<file path="config.mk">
export PLATFORM = sky130hd
export DESIGN_NAME = gates_unit
export DESIGN_NICKNAME = d
export VERILOG_FILES = /design/src/rtl/gates_unit.sv
export SDC_FILE = /design/constraint.sdc
export NUM_CORES = 1
export LEC_CHECK = 0
export CAP_MARGIN = 10
export CORE_MARGIN = 4
export CORE_UTILIZATION = 30
export CTS_CLUSTER_SIZE = 16
export DETAILED_ROUTE_END_ITERATION = 8
export HOLD_SLACK_MARGIN = 0.06
export SYNTH_ARGS = -nofsm -noshare
export SYNTH_HDL_FRONTEND = slang
export SYNTH_SLANG_ARGS = --single-unit
</file>
<file path="constraint.sdc">
create_clock -name clk -period 6.7 [get_ports clk]
set_input_delay 1.34 -clock clk [delete_from_list [all_inputs] [get_ports clk]]
set_output_delay 1.34 -clock clk [all_outputs]
set_load 0.05 [all_outputs]
</file>
<file path="src/rtl/gates_unit.sv">
//------------------------------------------------------------------------------
// gates_unit
//   Handshaked, registered WIDTH-bit bitwise logic unit. Returns one selected
//   gate result per command, or all six two-input gate results (AND..XNOR) in
//   order when scan mode is requested.
//   Revision: 1.0 - initial release
//------------------------------------------------------------------------------
`default_nettype none
`timescale 1ns/1ps

module gates_unit #(
  parameter int WIDTH = 8,
  parameter int CNT_W = 16
) (
  input  logic             clk,
  input  logic             rst_n,
  input  logic             in_valid,
  output logic             in_ready,
  input  logic [WIDTH-1:0] a,
  input  logic [WIDTH-1:0] b,
  input  logic [2:0]       op,
  input  logic             scan,
  output logic             out_valid,
  input  logic             out_ready,
  output logic [WIDTH-1:0] y,
  output logic [2:0]       y_op,
  output logic             busy,
  output logic [CNT_W-1:0] result_count
);

  localparam logic [0:0] S_IDLE    = 1'b0;
  localparam logic [0:0] S_OUT     = 1'b1;
  localparam logic [2:0] C_OP_LAST = 3'd5;

  logic [0:0]       r_state;
  logic [0:0]       w_next;
  logic [WIDTH-1:0] r_a;
  logic [WIDTH-1:0] r_b;
  logic [2:0]       r_op;
  logic             r_scan;
  logic [CNT_W-1:0] r_cnt;
  logic             r_live;
  logic             w_is_out;
  logic             w_last;
  logic             w_out_hs;
  logic             w_in_hs;
  logic [WIDTH-1:0] w_y;

  // Current result is the final one of its command (single, or scan at XNOR).
  assign w_is_out = (r_state == S_OUT);
  assign w_last   = !r_scan || (r_op == C_OP_LAST);
  assign w_out_hs = w_is_out && out_ready;
  assign w_in_hs  = in_valid && in_ready;

  // State register.
  always_ff @(posedge clk or negedge rst_n) begin
    if (!rst_n) r_state <= S_IDLE;
    else        r_state <= w_next;
  end

  // Next-state logic: a new command arriving with the last result keeps OUT.
  always_comb begin
    w_next = r_state;
    case (r_state)
      S_IDLE:  if (w_in_hs) w_next = S_OUT;
      S_OUT:   if (w_out_hs && w_last && !w_in_hs) w_next = S_IDLE;
      default: w_next = S_IDLE;
    endcase
  end

  // Output decode; in_ready is held low while in reset via r_live.
  always_comb begin
    out_valid = w_is_out;
    busy      = w_is_out;
    in_ready  = r_live && (!w_is_out || (out_ready && w_last));
  end

  // Goes high on the first edge after reset release, enabling in_ready.
  always_ff @(posedge clk or negedge rst_n) begin
    if (!rst_n) r_live <= 1'b0;
    else        r_live <= 1'b1;
  end

  // Operand/command capture; scan steps op through 0..5 on each handshake.
  always_ff @(posedge clk or negedge rst_n) begin
    if (!rst_n) begin
      r_a    <= '0;
      r_b    <= '0;
      r_op   <= '0;
      r_scan <= 1'b0;
    end else if (w_in_hs) begin
      r_a    <= a;
      r_b    <= b;
      r_op   <= scan ? 3'd0 : op;
      r_scan <= scan;
    end else if (w_out_hs && !w_last) begin
      r_op   <= r_op + 3'd1;
    end
  end

  // Saturating count of output handshakes.
  always_ff @(posedge clk or negedge rst_n) begin
    if (!rst_n)                                   r_cnt <= '0;
    else if (w_out_hs && (r_cnt != {CNT_W{1'b1}})) r_cnt <= r_cnt + {{(CNT_W-1){1'b0}}, 1'b1};
  end

  // Gate function evaluated purely from registered operands.
  always_comb begin
    w_y = '0;
    case (r_op)
      3'd0:    w_y = r_a & r_b;
      3'd1:    w_y = ~(r_a & r_b);
      3'd2:    w_y = r_a | r_b;
      3'd3:    w_y = ~(r_a | r_b);
      3'd4:    w_y = r_a ^ r_b;
      3'd5:    w_y = ~(r_a ^ r_b);
      3'd6:    w_y = ~r_a;
      default: w_y = r_a;
    endcase
  end

  assign y            = w_y;
  assign y_op         = r_op;
  assign result_count = r_cnt;

endmodule

`default_nettype wire
</file>
==> reports/qor.yml <==
fp-row-count: 33
synthTopCellsByCount: "dfrtp_1, inv_1, ha_1, mux2i_1, mux2_1"
cpPeakStageDelay_ps: 820
htreeDepth: 2
path_common_cell: "a21oi_1"
place_congestion: 0.812
synth_seq_cells: 38
critPathTopFamily: "buffers and inverters"
postLayoutCoreUtil_pct: 39.7
ys_types: 44
setup_viol: 0
finalClockSkew_ps: 6.83
drive_gt1_share_pct: 7.00
synth_area_leaders: "dfrtp_1, ha_1, mux2i_1"
wire_per_inst_um: 13.7
critPathArrivalTime_ps: 3680
ios: 54
syn_to_final_growth_pct: 28.6
yosysTopAreaCellShare_pct: 37.5
drc: 0
clkPwrFrac_pct: 14.5
drtIter0Drc: 33
power.switching_mw: 0.823
clkTransAtPathRegs_ps: 90
cp.required_ps: 5360
portBuffers: 53
vias: 1962
power_mw: 1.67
nets: 345
grt_start_max_net_pins: 39
cts-resized-gates: 0
maxCapViolCount: 0
worstPathCellList: "inv_1 -> ha_1 -> or4_1 -> o21ai_0 -> a21oi_1 -> a21oi_1 -> clkdlybuf4s50_1"
synthCells: 249
rsz0062_at_grt: "false"
post_cts_buffers: 0
dp_worst_setup_slack_ps: 2020
post-route-period-util_pct: 74.9
die_h_um: 100
cts_tree: "done"
worst-path-buf-inv: 2
yosys.area.top_type: "dfrtp_1"
dr.pass1.iters: 4
synth_seq_area_share_pct: 37.5
grt.overflow.total: 0
crit_path_end_kind: "output port"
hold_viol: 0
antenna_found_initial: 0
clk_latency_ps: 290
ys_async_sr_fraction_pct: 100
start_util_pct: 30.9
synth-main-ff-cell: "dfrtp_1"
intPower_mw: 0.844
num_antenna_cells: 0
cts_made_buffers: 5
p_seq_share_pct: 24.4
via_per_inst: 4.84
cts-root-buf: "clkbuf_8"
die_w_um: 100
cts.sink_count: 38
critPathMaxFanout: 19
hp-class: "flop to flop"
ir_worst_vdd_mv: 0.266
holdWs_ps: 485
synth_area_um2: 2540
slowest_stage: "clkdlybuf4s50_1"
critical_path_class: "flop to output port"
tightest_slew_ps: 1050
syn-num-nets: 295
max_slew_margin_pct: 29.8
tns_ps: 0
cp-start-kind: "flop"
synth.avg_cell_area_um2: 10.2
track_usage_pct: 11.8
period_minus_slack_ps: 5020
drv_slew: 0
p_comb_share_pct: 61.1
hpwl_um: 4010
synth_warnings: 0
die_area_um2: 9990
synth_edf_count: 0
cts_hold_buf: 0
power_density_nw_per_um2: 511
clk_path_buf_depth: 2
yosysMostFrequentCell: "dfrtp_1"
first_global_vias: 1989
fin_ws_ps: 1680
swShare_pct: 49.4
antenna_left: 0
routed_wl_um: 5570
core-area_um2: 8220
max_freq_mhz: 199
outcome: "finished clean"
power.leakage_nw: 1.48
grt_pass1_wl_um: 9470
## routing by layer
layer  vias up  track usage (%)  wire length, um
li1        962                -                -
met4         0             2.52               33
met2        57             18.8             2540
met1       938             16.0             2680
met5         -                0                0
met3         5             2.99              315
## placed cells by master, fill, tap and decap left out, drive strengths merged, types with 8 or more instances in the layout
cell type / count
a21oi: 10
clkdlybuf4s50: 52
dfrtp: 38
ha: 22
inv: 23
mux2: 20
mux2i: 21
nand2: 17
nor2: 15
o21ai: 14
xor2: 8
## power by group through the flow
stage               registers [mW]  clock network (mW)  logic, mW
floorplan                    0.471                   0      0.682
finish                       0.407               0.242       1.02
global route                 0.426               0.259       1.11
detailed placement           0.413                   0       1.02
CTS                          0.410               0.249       1.03
global placement             0.410                   0       1.01
## through the flow
| step | cell area [um^2] | cells |
|---|---|---|
| 6_report | 3260 | 405 |
| 5_1_grt | 3260 | 405 |
| 4_1_cts | 3260 | 405 |
| 3_5_place_dp | 3130 | 397 |
| 3_3_place_gp | 3130 | 397 |
| 2_1_floorplan | 2540 | 249 |
## cell families (layout without fill, tap and decap cells)
family          count (synthesis)  in the layout  share of synthesized area [%]
simple gates                   64             64                           15.3
mux                            41             41                           17.3
compound gates                 38             38                           8.63
flops                          38             38                           37.5
buf+inv                        33             84                           6.11
fa+ha+maj                      22             22                           10.8
xor+xnor                       12             12                           4.14
other cells                     1              1                          0.148
## path summary, 6_finish.rpt
path	from	end	slack [ps]	cells after the start
setup / recovery	y_op[2]	y[5]	1680	7
min in group asynchronous	rst_n	r_a[5]	1160	1
setup reg to reg	y_op[1]	r_a[0]	3920	6
max in group asynchronous	rst_n	r_a[4]	4980	1
hold / removal	r_scan	r_scan	480	1
hold reg to reg	r_scan	r_scan	480	1
## sequential cells by signal, summed over array words and instances (netlist names)
register,count
y_op,3
r_b,8
r_a,8
r_live,1
result_count,16
r_scan,1
busy,1
## final cells by class
cell class,count,area [um^2]
Fill cell,819,4950
Multi-Input combinational cell,178,1430
Sequential cell,38,951
Timing Repair Buffer,53,526
Tap cell,105,131
Inverter,23,86.3
Clock buffer,5,68.8
Clock inverter,3,68.8
(Power assumes the default switching activity.)
